===== src/rtl/display_port_if.sv =====
// CPU-side bus for the display port: write strobe/data in, readback and ack out.
interface display_port_if;
   logic        En;
   logic [31:0] WriteData;
   logic [31:0] ReadData;
   logic        Ack;

   modport master (output En, output WriteData, input ReadData, input Ack);
   modport slave  (input En, input WriteData, output ReadData, output Ack);
endinterface


===== src/rtl/display_port.sv =====
// Memory-mapped 4-digit multiplexed 7-segment display driver.
// Define DISPLAY_READBACK_EN to expose {mask, value} on ReadData.
module display_port #(
   parameter int unsigned SCAN_DIV = 50000
) (
   input  logic           clk,
   input  logic           rst,
   display_port_if.slave  bus,
   output logic [6:0]     seg,
   output logic [3:0]     an
);
   localparam int unsigned DW = (SCAN_DIV > 2) ? $clog2(SCAN_DIV) : 1;
   localparam logic [DW-1:0] DIV_LAST = DW'(SCAN_DIV - 1);

   logic [15:0]   value_q, value_d;
   logic [3:0]    mask_q,  mask_d;
   logic [DW-1:0] div_q,   div_d;
   logic [1:0]    idx_q,   idx_d;
   logic          ack_q,   ack_d;
   logic [6:0]    seg_q,   seg_d;
   logic [3:0]    an_q,    an_d;
   logic          tc;
   logic [3:0]    nib;
   logic          unused_wd;

   // Active-low {g,f,e,d,c,b,a} hex glyphs.
   function automatic logic [6:0] hex7(input logic [3:0] n);
      case (n)
         4'h0: hex7 = 7'b1000000;
         4'h1: hex7 = 7'b1111001;
         4'h2: hex7 = 7'b0100100;
         4'h3: hex7 = 7'b0110000;
         4'h4: hex7 = 7'b0011001;
         4'h5: hex7 = 7'b0010010;
         4'h6: hex7 = 7'b0000010;
         4'h7: hex7 = 7'b1111000;
         4'h8: hex7 = 7'b0000000;
         4'h9: hex7 = 7'b0010000;
         4'hA: hex7 = 7'b0001000;
         4'hB: hex7 = 7'b0000011;
         4'hC: hex7 = 7'b1000110;
         4'hD: hex7 = 7'b0100001;
         4'hE: hex7 = 7'b0000110;
         default: hex7 = 7'b0001110;
      endcase
   endfunction

   always_comb begin
      value_d = value_q;
      mask_d  = mask_q;
      ack_d   = bus.En;
      tc      = (div_q == DIV_LAST);
      div_d   = tc ? '0 : div_q + DW'(1);
      idx_d   = tc ? idx_q + 2'd1 : idx_q;
      nib     = value_q[{idx_q, 2'b00} +: 4];
      seg_d   = 7'h7F;
      an_d    = 4'hF;
      if (bus.En) begin
         value_d = bus.WriteData[15:0];
         mask_d  = bus.WriteData[19:16];
      end
      // Outputs decode the current (pre-edge) index and registers.
      if (mask_q[idx_q]) begin
         seg_d = hex7(nib);
         an_d  = ~(4'b0001 << idx_q);
      end
   end

   always_ff @(posedge clk) begin
      if (rst) begin
         value_q <= 16'h0000;
         mask_q  <= 4'hF;
         div_q   <= '0;
         idx_q   <= 2'd0;
         ack_q   <= 1'b0;
         seg_q   <= 7'h7F;
         an_q    <= 4'hF;
      end else begin
         value_q <= value_d;
         mask_q  <= mask_d;
         div_q   <= div_d;
         idx_q   <= idx_d;
         ack_q   <= ack_d;
         seg_q   <= seg_d;
         an_q    <= an_d;
      end
   end

   assign seg       = seg_q;
   assign an        = an_q;
   assign bus.Ack   = ack_q;
   assign unused_wd = ^bus.WriteData[31:20];

`ifdef DISPLAY_READBACK_EN
   assign bus.ReadData = {12'h000, mask_q, value_q};
`else
   assign bus.ReadData = 32'h0000_0000;
`endif
endmodule


===== src/flat_wrapper.sv =====
// flat-port wrapper written by rule: the top's interface ports become plain ports
module display_port_flat 
#(
   parameter int unsigned SCAN_DIV = 50000
)
  (clk, rst, seg, an, bus_En, bus_WriteData, bus_ReadData, bus_Ack);
  display_port_if bus_i ();
  input  logic clk;
  input  logic rst;
  output logic [6:0] seg;
  output logic [3:0] an;
  input wire logic [$bits(bus_i.En)-1:0] bus_En;
  input wire logic [$bits(bus_i.WriteData)-1:0] bus_WriteData;
  output wire logic [$bits(bus_i.ReadData)-1:0] bus_ReadData;
  output wire logic [$bits(bus_i.Ack)-1:0] bus_Ack;
  assign bus_i.En = bus_En;
  assign bus_i.WriteData = bus_WriteData;
  assign bus_ReadData = bus_i.ReadData;
  assign bus_Ack = bus_i.Ack;
  display_port #(.SCAN_DIV(SCAN_DIV)) u_core (.clk(clk), .rst(rst), .bus(bus_i), .seg(seg), .an(an));
endmodule

===== config.mk =====
export PLATFORM = sky130hd
export DESIGN_NAME = display_port_flat
export DESIGN_NICKNAME = d
export VERILOG_FILES = /design/src/rtl/display_port_if.sv /design/src/rtl/display_port.sv /design/src/flat_wrapper.sv
export SDC_FILE = /design/constraint.sdc
export NUM_CORES = 1
export LEC_CHECK = 0
export ABC_AREA = 1
export CAP_MARGIN = 20
export CORE_MARGIN = 2
export CORE_UTILIZATION = 47
export DETAILED_ROUTE_END_ITERATION = 8
export PLACE_DENSITY_LB_ADDON = 0.25
export SYNTH_ARGS = -nofsm -noshare
export SYNTH_HDL_FRONTEND = slang
export SYNTH_SLANG_ARGS = --single-unit

===== constraint.sdc =====
create_clock -name clk -period 2.2 [get_ports clk]
set_clock_uncertainty 0.15 [all_clocks]
set_input_delay 0.66 -clock clk [delete_from_list [all_inputs] [get_ports clk]]
set_output_delay 0.66 -clock clk [all_outputs]
set_load 0.01 [all_outputs]

==> flow_summary.yaml, run 1 <==
power:
  peakVddDrop_v: 0.000398
  p_leak_uw: 0.00133
  power_density_nw_per_um2: 608
synthesis:
  ys_warn_count: 0
  synth_seq_cells: 50
  async_flop_share: 0
  synthTopCellsByCount: "nand2_1 (71), nor2_1 (56), dfxtp_1 (50)"
  synth_top_area_frac: 0.374
  synth_area_leaders: "dfxtp_1 (37%), nand2_1 (10%), buf_4 (9.0%)"
  synth_most_common_cell: "nand2_1"
  post_synth.cell_area_avg_um2: 7.43
  synth_cells: 360
  yosysTopAreaCell: "dfxtp_1"
  synth_edf_count: 0
  synth_flop_cell: "dfxtp_1"
  ys_types: 33
  ys_seq_area_frac: 0.374
  syn_area_um2: 2680
detailed_routing:
  ant_nets: 0
  wl_per_cell_um: 10.1
  vias_per_cell: 4.52
  drc: 0
  vias: 2117
  drt_iter0_markers: 70
  routed_wl_um: 4740
  first_pass_iters: 4
flow_run:
  maxCapViolCount: 0
placement:
  dp.cells: 460
  dp_hpwl_um: 3540
  place_congestion: 0.852
  port_buffers: 34
worst_setup_path:
  cp_cell_sequence: "clkdlybuf4s50_1"
  critPathRequiredTime_ns: 1.39
  timing.critical_path.buf_inv: 1
  path_max_fanout: 1
  critPathLaunchType: "register"
  crit_arrival_ns: 1.15
  cp_slowest_cell: "clkdlybuf4s50_1"
  path_class: "register to output pin"
  critPathLaunch: "u_core.seg[2]$_SDFF_PP1_"
  cp-end-kind: "output pin"
  cp_top_family: "buffers and inverters"
  critPathMaxStageDelay_ns: 0.52
  reg2reg_from: "u_core.idx_q[0]$_SDFFE_PP0N_"
die:
  initial_core_util: 0.486
  die_area_um2: 6310
  num_rows: 27
  core_region_area_um2: 5510
  chipHeight_um: 79.4
  die_w_um: 79.4
  io_pins: 79
clock_network:
  htreeDepth: 2
  post_cts_buffers: 0
  cts_buffers: 5
  clk_path_buf_depth: 2
  cts_sinks: 50
  cts_hold_buf: 0
  cts_tree: "yes"
  cts_resized: 0
  clock_latency_ns: 0.30
  clkTransAtPathRegs_ns: 0.09
  root_buffer: "clkbuf_8"
final_layout:
  fillCellCount: 537
  drive_gt1_frac: 0.114
  antennaDiodeCount: 0
  final_cells: 468
  synthToLayoutAreaGrowth_pct: 15.0
  multi_input_area_um2: 1390
  ff_latch_area_um2: 1000
  final_nets: 441
sta:
  finalSetupTns_ns: 0
  clock.fmax_ghz: 0.511
  tightest_slew_ns: 0.617
  hold_viol: 0
  rsz0062_at_grt: "no"
  timing.slew.headroom: 0.589
  finalCriticalPeriod_ns: 1.96
  setup_viol: 0
  finalMaxSlewViolations: 0
  period_share: 0.889
global_route:
  grt_max_degree: 22
  grt_overflow: 0
  antenna_found_initial: 0
  first_global_vias: 1843
  grt_first_pass_wirelength_um: 7950
  grt_util_all_layers: 0.157
worst_hold_path:
  min_from: "u_core.mask_q[2]$_SDFFE_PP1P_"
  min_path_type: "register to register"
run_status:
  run_status: "finished, final reports clean"
[cell usage in the layout (no fill, tap or decap), types with 5 or more instances in the layout]
cell type | netlist | final
a21oi_1 | 6 | 6
inv_1 | 21 | 21
nand3_1 | 34 | 34
nor2_1 | 56 | 56
conb_1 | 1 | 32
o21ai_0 | 17 | 17
clkbuf_8 | 0 | 5
dfxtp_1 | 50 | 50
clkdlybuf4s50_1 | 0 | 34
ha_1 | 11 | 11
nand2_1 | 71 | 71
nor2_2 | 13 | 13
nand4_1 | 5 | 5
[path summary, 6_finish.rpt]
path | endpoint | slack [ns] | cells past startpoint
hold / removal | u_core.mask_q[2]$_SDFFE_PP1P_ | 0.32 | 2
hold reg to reg | u_core.mask_q[2]$_SDFFE_PP1P_ | 0.32 | 2
setup / recovery | seg[2] | 0.24 | 1
setup reg to reg | u_core.seg[2]$_SDFF_PP1_ | 0.27 | 9
[report_power, final]
part	leakage, µW	switching, µW	internal [µW]
Clock	0.0000585	307	341
Sequential	0.000412	19.3	950
Combinational	0.000858	138	114
Total	0.00133	465	1400
[state kept, by name, indices dropped and copies added, names as in the netlist]
register and count:
u_core.value_q 16, u_core.seg 7, u_core.an 4, u_core.div_q 16
u_core.idx_q 2, u_core.mask_q 4, u_core.bus.Ack 1
[logic make-up after synthesis]
group	share of synthesized area
fa+ha+maj	0.0514
compound gates	0.0510
flops	0.374
xor+xnor	0.0229
buf+inv	0.151
simple gates	0.348
other cells	0.00140
[per-stage QoR]
| step | setup WS (ns) | utilization | total power, µW | area [µm²] | hold WS [ns] |
|---|---|---|---|---|---|
| 2_1_floorplan | 0.416 | - | 1190 | 2790 | 0.279 |
| 3_3_place_gp | 0.186 | 0.538 | 1240 | 2960 | 0.293 |
| 3_5_place_dp | 0.171 | 0.538 | 1240 | 2960 | 0.302 |
| 4_1_cts | 0.229 | 0.559 | 1890 | 3080 | 0.327 |
| 5_1_grt | 0.0506 | 0.559 | 1960 | 3080 | 0.352 |
| 6_report | 0.245 | 0.559 | 1870 | 3080 | 0.323 |
[cell type report]
class                           count  share of cell area
Multi-Input combinational cell    274               0.451
Sequential cell                    50               0.325
Timing Repair Buffer               38               0.124
Inverter                           26              0.0338
Tap cell                           72              0.0293
Clock buffer                        5              0.0224
Clock inverter                      3              0.0142
[routing by layer]
metal | vias to the layer above | track usage | wire (µm) | share of wire
met2 | 48 | 0.265 | 2200 | 0.46
met4 | 0 | 0.0500 | 32 | 0.0067
li1 | 1139 | - | - | -
met3 | 4 | 0.0339 | 216 | 0.046
met5 | - | 0 | 0 | 0
met1 | 926 | 0.199 | 2300 | 0.48
[worst register-to-register path: cells and delay by family, from the launching register on]
kind,cells,cell delay (ns)
buf+inv,2,0.27
simple gates,6,0.82
flops,1,0.42
fa+ha+maj,1,0.23
Power figures use the tool's default switching activity.
==> run 2: changes to the inputs <==
--- a/config.mk
+++ b/config.mk
@@ -6,9 +6,8 @@
 export NUM_CORES = 1
 export LEC_CHECK = 0
 export ABC_AREA = 1
-export CAP_MARGIN = 20
 export CORE_MARGIN = 2
-export CORE_UTILIZATION = 47
+export CORE_UTILIZATION = 25
 export DETAILED_ROUTE_END_ITERATION = 8
 export PLACE_DENSITY_LB_ADDON = 0.25
 export SYNTH_ARGS = -nofsm -noshare
==> flow_summary.yaml, run 2 (synthesized netlist as in run 1, its figures left out) <==
run_status:
  run_status: "finished, final reports clean"
die:
  core_region_area_um2: 10400
  initial_core_util: 0.258
  io_pins: 79
  die_area_um2: 11500
  chipHeight_um: 107
  die_w_um: 107
  num_rows: 37
detailed_routing:
  drt_iter0_markers: 77
  routed_wl_um: 5180
  vias_per_cell: 3.96
  wl_per_cell_um: 9.71
  vias: 2112
  drc: 0
  first_pass_iters: 4
  ant_nets: 0
worst_hold_path:
  min_from: "u_core.mask_q[0]$_SDFFE_PP1P_"
  whs_endpoint: "u_core.mask_q[0]$_SDFFE_PP1P_"
  min_path_type: "register to register"
  holdPathStages: 2
global_route:
  grt_first_pass_wirelength_um: 8770
  grt_overflow: 0
  grt_util_all_layers: 0.0942
  antenna_found_initial: 0
  first_global_vias: 1905
  grt_max_degree: 22
sta:
  period_share: 0.888
  finalSetupTns_ns: 0
  finalMaxSlewViolations: 0
  hold_ws_ns: 0.319
  finalCriticalPeriod_ns: 1.95
  rsz0062_at_grt: "no"
  clock.fmax_ghz: 0.512
  setup_viol: 0
  hold_viol: 0
clock_network:
  root_buffer: "clkbuf_8"
  cts_resized: 0
  post_cts_buffers: 0
  clkTransAtPathRegs_ns: 0.09
  htreeDepth: 2
  clk_path_buf_depth: 2
  cts_hold_buf: 0
  cts_sinks: 50
  cts_tree: "yes"
  cts_buffers: 5
  clock_latency_ns: 0.30
final_layout:
  final_common_cell: "nand2_1"
  layout_common_cells: "nand2_1 (71), nor2_1 (56), dfxtp_1 (50)"
  antennaDiodeCount: 0
  drive_gt1_frac: 0.111
  synthToLayoutAreaGrowth_pct: 18.1
  final_nets: 442
worst_setup_path:
  path_class: "register to output pin"
  cp-end-kind: "output pin"
  crit_arrival_ns: 1.14
  timing.critical_path.buf_inv: 1
  critPathMaxStageDelay_ns: 0.52
  critPathRequiredTime_ns: 1.39
  rrSetupSlack_ns: 0.27
  cp_top_family: "buffers and inverters"
  critPathLaunchType: "register"
  r2r_cells: 7
  path_max_fanout: 1
  reg2reg_from: "u_core.idx_q[1]$_SDFFE_PP0N_"
  cp_slowest_cell: "clkdlybuf4s50_1"
  cp_cell_sequence: "clkdlybuf4s50_1"
  r2r-end: "u_core.seg[2]$_SDFF_PP1_"
power:
  peakVddDrop_v: 0.000297
  p_leak_uw: 0.00133
  power_density_nw_per_um2: 588
flow_run:
  maxCapViolCount: 0
placement:
  port_buffers: 34
  place_congestion: 0.811
  dp_hpwl_um: 4020
run 2: changes by cell type in the layout (fill, tap and decap cells not counted), sizes merged:
cell / before / now
inv: 26 / 25
buf: 4 / 5
clkinv: 2 / 1
clkbuf: 5 / 7
run 2: how the worst max path moves through the flow:
stage / start / endpoint / slack (ns) / cells past startpoint
global route: u_core.idx_q[1]$_SDFFE_PP0N_ / u_core.seg[2]$_SDFF_PP1_ / 0.11 / 7
finish: u_core.seg[1]$_SDFF_PP1_ / seg[1] / 0.25 / 1
floorplan: u_core.idx_q[0]$_SDFFE_PP0N_ / u_core.seg[2]$_SDFF_PP1_ / 0.42 / 10
CTS: u_core.seg[5]$_SDFF_PP1_ / seg[5] / 0.22 / 1
detailed placement: rst / u_core.seg[4]$_SDFF_PP1_ / 0.18 / 5
global placement: rst / u_core.seg[4]$_SDFF_PP1_ / 0.16 / 5
run 2: cell type report:
class | count | area [µm²]
Multi-Input combinational cell | 274 | 1390
Inverter | 26 | 104
Fill cell | 1135 | 7210
Clock inverter | 1 | 30.0
Timing Repair Buffer | 39 | 390
Tap cell | 136 | 170
Sequential cell | 50 | 1000
Clock buffer | 7 | 76.3
run 2: power by group:
group | internal (µW) | switching (µW)
clock network | 341 | 292
logic | 115 | 139
registers | 950 | 20.6
run 2: per-stage QoR:
stage / cell area (µm²) / setup slack, ns / util / std cells / total power [µW]
final: 3160 / 0.246 / 0.305 / 533 / 1860
after global routing: 3160 / 0.113 / 0.305 / 533 / 1960
after CTS: 3160 / 0.218 / 0.305 / 533 / 1900
after detailed placement: 3050 / 0.176 / 0.294 / 525 / 1250
after global placement: 3050 / 0.163 / 0.294 / 525 / 1250
after floorplan: 2790 / 0.416 / - / 391 / 1190
run 2: per-layer routing:
metal  global-route usage  part of all wire  wire, µm  up-vias
met3               0.0218             0.039       203        8
met2                0.149              0.45      2330       35
met1                0.127              0.50      2580      927
met5                    0                 0         0        -
li1                     -                 -         -     1142
met4               0.0302             0.014        70        0
==> run 3: changes to the inputs <==
--- a/config.mk
+++ b/config.mk
@@ -5,11 +5,12 @@
 export SDC_FILE = /design/constraint.sdc
 export NUM_CORES = 1
 export LEC_CHECK = 0
-export ABC_AREA = 1
 export CORE_MARGIN = 2
 export CORE_UTILIZATION = 25
+export CTS_BUF_LIST = sky130_fd_sc_hd__clkbuf_16
 export DETAILED_ROUTE_END_ITERATION = 8
 export PLACE_DENSITY_LB_ADDON = 0.25
+export SLEW_MARGIN = 5
 export SYNTH_ARGS = -nofsm -noshare
 export SYNTH_HDL_FRONTEND = slang
 export SYNTH_SLANG_ARGS = --single-unit
==> flow_summary.yaml, run 3 <==
sta:
  finalMaxSlewViolations: 0
  period_share: 0.945
  clock.fmax_ghz: 0.481
  rsz0062_at_grt: "no"
  setup_viol: 0
  finalCriticalPeriod_ns: 2.08
  finalSetupTns_ns: 0
  hold_viol: 0
synthesis:
  synthTopCellsByCount: "dfxtp_1 (50), buf_4 (32), nor2_1 (32)"
  synth_cells: 249
  synth_most_common_cell: "dfxtp_1"
  synth_edf_count: 0
  syn_area_um2: 2440
  synth_top_area_frac: 0.410
  synth_flop_cell: "dfxtp_1"
  synth_area_leaders: "dfxtp_1 (41%), buf_4 (9.8%), mux2i_1 (8.2%)"
  async_flop_share: 0
  ys_types: 38
  yosysTopAreaCell: "dfxtp_1"
  synth_seq_cells: 50
  ys_warn_count: 0
  ys_seq_area_frac: 0.410
  post_synth.cell_area_avg_um2: 9.81
worst_setup_path:
  critPathMaxStageDelay_ns: 0.65
  critPathRequiredTime_ns: 2.22
  path_max_fanout: 12
  cp_cell_sequence: "buf_4 -> mux4_2 -> or2_4 -> a21oi_1 -> o21ai_1"
  path_class: "register to register"
  timing.critical_path.buf_inv: 1
  cp_top_family: "multiplexers"
  cp_slowest_cell: "mux4_2"
  critPathLaunchType: "register"
  crit_arrival_ns: 2.10
  cp-end-kind: "register"
die:
  die_w_um: 103
  num_rows: 36
  die_area_um2: 10600
  io_pins: 79
  core_region_area_um2: 9640
  initial_core_util: 0.254
  chipHeight_um: 103
global_route:
  first_global_vias: 1507
  antenna_found_initial: 0
  grt_first_pass_wirelength_um: 6890
  grt_util_all_layers: 0.0832
  grt_max_degree: 26
  grt_overflow: 0
clock_network:
  cts_sinks: 50
  cts_tree: "yes"
  clkTransAtPathRegs_ns: 0.06
  clock_latency_ns: 0.28
  htreeDepth: 2
  cts_buffers: 5
  cts_hold_buf: 0
  post_cts_buffers: 0
  cts_resized: 0
  root_buffer: "clkbuf_16"
  clk_path_buf_depth: 2
power:
  p_leak_uw: 0.00121
  power_density_nw_per_um2: 656
  peakVddDrop_v: 0.000336
final_layout:
  synthToLayoutAreaGrowth_pct: 21.5
  final_common_cell: "dfxtp_1"
  final_cells: 418
  final_nets: 330
  antennaDiodeCount: 0
  layout_common_cells: "dfxtp_1 (50), clkdlybuf4s50_1 (34), nor2_1 (32), conb_1 (32), mux2i_1 (20)"
  finalCoreUtilization: 0.308
  drive_gt1_frac: 0.0772
flow_run:
  maxCapViolCount: 0
placement:
  place_congestion: 0.739
  port_buffers: 34
  dp.cells: 410
  dp_hpwl_um: 3110
detailed_routing:
  vias: 1642
  drt_iter0_markers: 49
  vias_per_cell: 3.93
  drc: 0
  first_pass_iters: 4
  routed_wl_um: 4400
  wl_per_cell_um: 10.5
  ant_nets: 0
run_status:
  run_status: "finished, final reports clean"
worst_hold_path:
  min_path_type: "register to register"
-- run 3: cell types whose count changed in the layout (fill, tap and decap cells not counted), sizes merged, moves of 4 or more --
cell    previous run  this run
a211o              0         4
buf                5        10
inv               25         8
mux2i              0        20
mux4               0         5
nand2             79         9
nand3             38         6
nor2              69        32
nor2b              0         6
o21ai             18         3
o221ai             0         4
xor2               4        10
-- run 3: cell type report --
class / instances / area (µm²)
Fill cell: 1040 / 6670
Multi-Input combinational cell: 175 / 1200
Sequential cell: 50 / 1000
Timing Repair Buffer: 44 / 428
Tap cell: 133 / 166
Clock buffer: 5 / 125
Inverter: 8 / 30.0
Clock inverter: 3 / 16.3
-- run 3: report_power, final --
group,total [µW],internal [µW],switching (µW)
Combinational,240,126,115
Clock,743,415,328
Sequential,965,948,17.5
Total,1950,1490,460
-- run 3: cells by family after synthesis --
| logic type | count (synthesis) | share of synthesized area |
|---|---|---|
| AO/OA/AOI/OAI | 20 | 0.0563 |
| XOR/XNOR | 13 | 0.0466 |
| adder cells (fa/ha/maj) | 11 | 0.0563 |
| buffers and inverters | 55 | 0.143 |
| flip-flops | 50 | 0.410 |
| multiplexers | 25 | 0.133 |
| other | 1 | 0.00153 |
| AND/OR/NAND/NOR | 74 | 0.154 |
-- run 3: through the flow --
stage,area [µm²],worst slack (ns),hold WS (ns),total power (µW)
floorplan,2560,0.168,0.276,1170
global placement,2840,0.124,0.293,1230
detailed placement,2840,0.138,0.300,1230
CTS,2980,0.115,0.317,1990
global route,2970,0.00868,0.346,2050
finish,2970,0.120,0.309,1950
-- run 3: final timing paths --
check	startpoint	cells past startpoint	slack, ns	end
min reg2reg	u_core.div_q[0]$_SDFF_PP0_	1	0.31	u_core.div_q[0]$_SDFF_PP0_
max reg2reg	u_core.idx_q[0]$_SDFFE_PP0N_	5	0.12	u_core.seg[0]$_SDFF_PP1_
min	u_core.div_q[0]$_SDFF_PP0_	1	0.31	u_core.div_q[0]$_SDFF_PP0_
max	u_core.idx_q[0]$_SDFFE_PP0N_	5	0.12	u_core.seg[0]$_SDFF_PP1_
-- run 3: per-layer routing --
layer / GRT usage / share of wire / vias to the layer above
met5: 0 / 0 / -
met4: 0.0304 / 0.013 / 0
met3: 0.0190 / 0.046 / 5
met2: 0.128 / 0.44 / 39
met1: 0.115 / 0.50 / 756
li1: - / - / 842
